===== src/rtl/spi_master_tx.sv =====
// -----------------------------------------------------------------------------
// spi_master_tx
// SPI mode-0 master that sends one traffic-light register write as a framed
// 10-bit shift sequence: 0, 1 (start), wen, addr[1:0], data[2:0], 0, 0.
// Each frame is followed by a select-high gap in which sclk keeps running
// so the slave flushes its shift register.
//
// Ports
//   clk       system clock, all logic on its rising edge
//   rst       synchronous, active-high reset
//   req       write request valid (accepted when req && ready)
//   addr      register address to send
//   data      register data to send
//   wen       write-enable bit to send
//   ready     idle and able to accept req
//   done      one-cycle pulse when a transaction completes
//   rx_data   spi_miso captured on the 10 in-frame sclk rising edges, first in MSB
//   spi_sclk  SPI clock, idles low, registered
//   spi_mosi  SPI data out, changes only while spi_sclk is low
//   spi_ss_n  active-low slave select
//   spi_miso  SPI data in
// -----------------------------------------------------------------------------
module spi_master_tx #(
  parameter int CLK_DIV = 4
) (
  input  logic       clk,
  input  logic       rst,
  input  logic       req,
  input  logic [1:0] addr,
  input  logic [2:0] data,
  input  logic       wen,
  output logic       ready,
  output logic       done,
  output logic [9:0] rx_data,
  output logic       spi_sclk,
  output logic       spi_mosi,
  output logic       spi_ss_n,
  input  logic       spi_miso
);

  localparam int                DIV_W   = $clog2(CLK_DIV) + 1;
  localparam logic [DIV_W-1:0]  DIV_MAX = DIV_W'(CLK_DIV - 1);

  typedef enum logic [1:0] {
    IDLE,
    SHIFT,   // select low, 10 bits shifted out
    GAP,     // select high, sclk still running for 2 periods
    DONE     // single completion cycle, can accept the next request
  } state_t;

  state_t           state, state_nxt;
  logic [DIV_W-1:0] div_cnt;
  logic [3:0]       bit_idx;    // bit index in SHIFT, falling-edge count in GAP
  logic [9:0]       shreg;      // bit 9 is the bit currently on mosi
  logic [9:0]       rx_q;
  logic             sclk_q;

  logic accept;
  logic busy;
  logic div_last;
  logic sclk_rise;
  logic sclk_fall;

  assign accept    = req && ready;
  assign busy      = (state == SHIFT) || (state == GAP);
  assign div_last  = (div_cnt == DIV_MAX);
  // Rise/fall are the cycles in which the registered sclk is about to toggle.
  assign sclk_rise = busy && div_last && !sclk_q;
  assign sclk_fall = busy && div_last &&  sclk_q;

  assign spi_sclk = sclk_q;
  assign rx_data  = rx_q;

  // NOTE: sequential state uses non-blocking assignments so every register
  // updates from the pre-edge values regardless of statement order.
  always_ff @(posedge clk) begin
    if (rst) state <= IDLE;
    else     state <= state_nxt;
  end

  // NOTE: every output of this block gets a default first, so no path leaves
  // a signal unassigned and no latch is inferred.
  always_comb begin
    state_nxt = state;
    ready     = 1'b0;
    done      = 1'b0;
    spi_ss_n  = 1'b1;
    spi_mosi  = 1'b0;
    unique case (state)
      IDLE: begin
        ready = 1'b1;
        if (accept) state_nxt = SHIFT;
      end
      SHIFT: begin
        spi_ss_n = 1'b0;
        spi_mosi = shreg[9];
        if (sclk_fall && bit_idx == 4'd9) state_nxt = GAP;
      end
      GAP: begin
        if (sclk_fall && bit_idx == 4'd1) state_nxt = DONE;
      end
      DONE: begin
        ready     = 1'b1;
        done      = 1'b1;
        state_nxt = accept ? SHIFT : IDLE;
      end
      default: state_nxt = IDLE;
    endcase
  end

  always_ff @(posedge clk) begin
    if (rst) begin
      div_cnt <= '0;
      sclk_q  <= 1'b0;
      bit_idx <= '0;
      shreg   <= '0;
      rx_q    <= '0;
    end else if (accept) begin
      div_cnt <= '0;
      sclk_q  <= 1'b0;
      bit_idx <= '0;
      shreg   <= {2'b01, wen, addr, data, 2'b00};
    end else if (busy) begin
      div_cnt <= div_last ? '0 : div_cnt + DIV_W'(1);
      if (div_last) sclk_q <= ~sclk_q;
      if (sclk_rise && state == SHIFT) rx_q <= {rx_q[8:0], spi_miso};
      if (sclk_fall) begin
        if (state == SHIFT) begin
          // mosi moves to the next bit together with sclk going low.
          shreg   <= {shreg[8:0], 1'b0};
          bit_idx <= (bit_idx == 4'd9) ? 4'd0 : bit_idx + 4'd1;
        end else begin
          bit_idx <= bit_idx + 4'd1;
        end
      end
    end else begin
      div_cnt <= '0;
      sclk_q  <= 1'b0;
      bit_idx <= '0;
    end
  end

endmodule


===== config.mk =====
export PLATFORM = sky130hd
export DESIGN_NAME = spi_master_tx
export DESIGN_NICKNAME = d
export VERILOG_FILES = /design/src/rtl/spi_master_tx.sv
export SDC_FILE = /design/constraint.sdc
export NUM_CORES = 1
export LEC_CHECK = 0
export BUFFER_PORTS_ARGS = -buffer_cell sky130_fd_sc_hd__buf_2
export CORE_UTILIZATION = 55
export DETAILED_ROUTE_END_ITERATION = 10
export GPL_ROUTABILITY_DRIVEN = 0
export PLACE_DENSITY = 0.76
export SYNTH_ARGS = -nofsm -noshare
export SYNTH_HDL_FRONTEND = slang
export SYNTH_SLANG_ARGS = --single-unit

===== constraint.sdc =====
create_clock -name clk -period 3.9 [get_ports clk]
set_input_delay 0.585 -clock clk [delete_from_list [all_inputs] [get_ports clk]]
set_output_delay 0.585 -clock clk [all_outputs]
set_load 0.01 [all_outputs]

## Yosys cells after proc, flatten, opt, wreduce, memory -nomap -nowiden

Cells that the tools add are included.

- Reductions and logical operators: 21
- $add $sub $neg: 2
- Mux-type cells: 15
- Eq/ne operators: 9
- Bitwise gates (word level): 3

Operators by type and width:

| kind | number |
|---|---|
| two-way mux 9 bit | 4 |
| AND reduction 3 bit | 4 |
| two-way mux 4 bit | 2 |
| one-hot mux 2 bit (4 select lines) | 1 |
| logical AND 1 bit | 7 |
| two-way mux 2 bit | 3 |
| nonzero test 2 bit | 3 |
| two-way mux 1 bit | 5 |
| adder 4 x 1 -> 4 bit (second input constant) | 1 |
| equality test 2 bit (second input constant) | 2 |
| equality test 4 x 1 -> 1 bit (second input constant) | 1 |
| equality test 4 bit (second input constant) | 1 |
| != test 2 x 1 -> 1 bit (second input constant) | 2 |
| OR reduction 2 bit | 2 |
| OR reduction 4 bit | 1 |
| adder 3 x 1 -> 3 bit (second input constant) | 1 |
| equality test 3 x 2 -> 1 bit (second input constant) | 1 |
| inverter 1 bit | 3 |
| OR reduction 3 bit | 1 |
| equality test 2 x 1 -> 1 bit (second input constant) | 1 |
| zero test 2 bit | 1 |
| != test 2 bit (second input constant) | 1 |
| zero test 1 bit | 1 |
| logical OR 1 bit | 1 |

- Output and inout bits: 15
- Input port bits: 10
- Bits in registers: 28
- Logic and storage cells: 57

## Logic depth before layout (Yosys ltp)

- Word-level depth: 7
- Depth in mapped cells: 8
- Gate-level depth less buffers: 6

## Least setup slack after synthesis

No wires, ideal clock.

- Path kind: register to register
- Start: reg state[0]
- End: reg state[0]
- Period minus slack after synthesis: 1640 ps
- Required time: 3781 ps
- Setup time: 119 ps
- Slack: 2260 ps
- Cell stages (with the launch flop): 8
- Arrival: 1522 ps
- Path buffers: 1
- Cells stage by stage: dfxtp_1 inv_1 ha_1 buf_6 and3_4 a31oi_4 a21oi_1 o221a_1

- Cells in the longest elaborated chain, start to end: 7
- Elaborated cells on any way between the ends: 18
- Classes of those cells: eq/ne (6); mux (3); reduce/logical (9)

Ends and longest elaborated chain:

| item | line | RTL |
|---|---|---|
| from (decl) | 51 | `state_t state, state_nxt;` |
| from (signal assigned) | 78 | `else state <= state_nxt;` |
| parallel branches: the longest is 7 deep, another holds one-hot mux 2 bit (4 select lines) | n/a |  |

Parallel ways; which one is timed is not known.
A chain may end at the register's enable or synchronous reset.

## Worst setup path after layout

- Start: reg state[0]
- End: out ready

- Cells in the longest elaborated chain, start to end: 3
- Elaborated cells on any way between the ends: 4
- Classes of those cells: eq/ne (1); mux (1); reduce/logical (2)

Ends and longest elaborated chain:

| item | line | RTL |
|---|---|---|
| equality test 2 bit or zero test 2 bit (tied branches) | 89 | `unique case (state)` |
| OR reduction 2 bit (no source line) (*) | n/a |  |
| two-way mux 1 bit (*) | 89 |  |
| to (decl) | 32 | `output logic ready,` |

Mark *: on every way between the ends. The rest lies on a longest branch, timed or not.

==> results.json <==
{
  "rows": 17,
  "cts_tree": "yes",
  "first_global_vias": 890,
  "synthFlopType": "dfxtp_1",
  "drt-total-wl_um": 2210,
  "rsz0062_at_grt": "no",
  "clkTransAtPathRegs_ps": 140,
  "utilization_pct": 64.5,
  "synth.cell_area_mm2": 0.00131,
  "hp-class": "register to register",
  "pwr-share-comb_pct": 29.9,
  "route.detailed.drc": 0,
  "ys_seq_area_share_pct": 42.9,
  "finClkSkew_ps": 5.73,
  "worstSetupEndpointType": "primary output",
  "peakVddDrop_uv": 363,
  "power.switching_uw": 228,
  "num-fill-cells": 185,
  "start_util_pct": 58.5,
  "critical-path-max-stage-delay_ps": 510,
  "vias": 1026,
  "drv_cap": 0,
  "maxSlewViolCount": 0,
  "viasPerCell": 5.34,
  "crit_family": "adder cells",
  "grt_max_degree": 21,
  "critPathLaunch": "state[0]$_SDFFE_PP0P_",
  "clkPwrFrac_pct": 20.2,
  "root_buffer": "clkbuf_4",
  "final-setup-viol-count": 0,
  "h-tree-depth": 1,
  "antenna_found_initial": 0,
  "portBuffers": 24,
  "synth_cells": 144,
  "synth_cell_type_count": 31,
  "dieArea_mm2": 0.00258,
  "crit_chain": "inv_1 -> ha_1 -> inv_2 -> buf_2",
  "switching_share_pct": 33.5,
  "synth_edf_count": 0,
  "setup_tns_ps": 0,
  "grt_pass1_wl_um": 3870,
  "drt-pass1-iter-count": 4,
  "critPathKind": "register to primary output",
  "nNetsFinal": 183,
  "power.leakage_uw": 0.000629,
  "max_slew_margin_pct": 71.7,
  "synth_top_cell_by_area": "dfxtp_1",
  "clock_sinks": 28,
  "startpoint_type": "register",
  "cts_buffer_depth": 2,
  "post_cts_buffers": 0,
  "die_h_um": 50.8,
  "wire_per_inst_um": 11.5,
  "worst_ep_required_time_ps": 3310,
  "first_iter_violations": 13,
  "num_antenna_cells": 0,
  "critPathArrivalTime_ps": 1610,
  "hold_violations": 0,
  "hold_buffers": 0,
  "crit_slowest_cell": "ha_1",
  "fin_crit_ps": 2190,
  "p_per_area_mw_per_mm2": 472,
  "syn_to_final_growth_pct": 10.1,
  "worst_skew_pair.late_latency_ps": 320,
  "ys_seq_elements": 28,
  "reg2reg_from": "state[0]$_SDFFE_PP0P_",
  "grtUsageTotal_pct": 19.7,
  "period_share_pct": 56.3,
  "reg2reg_setup_slack_ps": 2040,
  "chipWidth_um": 50.8,
  "intPower_uw": 452,
  "drive_gt1_share_pct": 20.1,
  "status": "complete, no violations",
  "path_buf_inv": 3,
  "ys_top_cells_by_area": "dfxtp_1 43%, ha_1 7.7%, nand2_1 7.2%, mux2i_1 6.9%, a21oi_1 6.5%",
  "hp-start": "div_cnt[0]$_SDFF_PP0_",
  "avgSynthCellArea_um2": 9.08,
  "fmax_ghz": 0.456,
  "synth_top_area_share_pct": 42.9,
  "power_frac_seq_pct": 49.8,
  "grt-ovfl-total": 0,
  "place_hpwl_um": 1580,
  "ioPinCount": 25,
  "cts_resized": 0,
  "yosysWarnings": 0,
  "cts_made_buffers": 3,
  "synth-async-reset-ratio_pct": 0,
  "core_area_mm2": 0.00223,
  "tightestPinTransition_ps": 422,
  "ant_nets": 0,
  "syn_nets": 162,
  "power_uw": 680,
  "cp_max_fo": 9
}
## kinds of logic after synthesis
kind of cell / count (synthesis) / share of synthesized area, %
AND/OR/NAND/NOR: 53 / 20.0
AO/OA/AOI/OAI: 28 / 14.1
flip-flops: 28 / 42.9
buffers and inverters: 15 / 6.51
multiplexers: 9 / 6.89
adder cells (fa/ha/maj): 8 / 7.66
XOR/XNOR: 3 / 2.01
## flip-flops by register name (all words and copies together), names as in the netlist
name      flops
bit_idx       4
div_cnt       3
rx_data      10
shreg         8
spi_sclk      1
state         2
## power groups by stage
| stage | clock network, uW | registers, uW | logic (uW) |
|---|---|---|---|
| after floorplan | 0 | 340 | 180 |
| after global placement | 0 | 343 | 192 |
| after detailed placement | 0 | 346 | 200 |
| after CTS | 141 | 339 | 202 |
| after global routing | 152 | 344 | 227 |
| final | 138 | 339 | 204 |
## layout by cell type (no fill, tap or decap), types with 2 or more instances in the layout
cell      synthesis  layout
ha_1              8       8
inv_1             6       6
a21oi_1          17      17
buf_2             2      24
nand3_1           3       3
nor2_1           11      11
nor3_1            3       3
a211oi_1          6       6
nand2_1          25      25
clkbuf_4          0       3
xor2_1            2       2
nor2b_1           3       3
dfxtp_1          28      28
mux2i_1           9       9
## synthesized netlist by cell type, types with 3 or more instances
master,n
ha_1,8
a211oi_1,6
nor3_1,3
nor2_1,11
a21oi_1,17
nand2_1,25
buf_6,3
nand3_1,3
mux2i_1,9
inv_1,6
nor2b_1,3
dfxtp_1,28
## layer usage
metal  track usage (%)  up-vias  part of all wire [%]
li1                  -      531                     -
met1              27.3      472                    50
met2              30.4       23                    46
met3              4.55        0                   4.1
met4              5.56        0                     0
met5                 0        -                     0
## per-stage QoR
| step | hold WS (ps) | setup WS [ps] | cells | area (um2) |
|---|---|---|---|---|
| floorplan | 404 | 2260 | 144 | 1310 |
| global placement | 418 | 2170 | 188 | 1400 |
| detailed placement | 444 | 2100 | 188 | 1400 |
| CTS | 462 | 1710 | 192 | 1440 |
| global route | 482 | 1600 | 192 | 1440 |
| finish | 449 | 1710 | 192 | 1440 |
## final timing paths
check / to / depth (start not counted)
hold / removal: div_cnt[0]$_SDFF_PP0_ / 1
hold reg to reg: div_cnt[0]$_SDFF_PP0_ / 1
setup / recovery: ready / 4
setup reg to reg: bit_idx[1]$_SDFFE_PP0P_ / 5
## final cells by class
cell class	count	area, um2	share of cell area [%]
timing repair buffer	24	120	8.34
sequential	28	561	38.9
multi-input combinational	101	662	46.0
inverter	7	26.3	1.82
clock buffer	4	36.3	2.52
tap	28	35.0	2.43
## worst reg2reg max path: stages (launching register included)
cell and delay [ps]:
dfxtp_1 440, inv_1 100, ha_1 510, nand2_1 250
o21bai_1 270, a211oi_1 220
No activity file was read; power rests on OpenSTA's default activity.
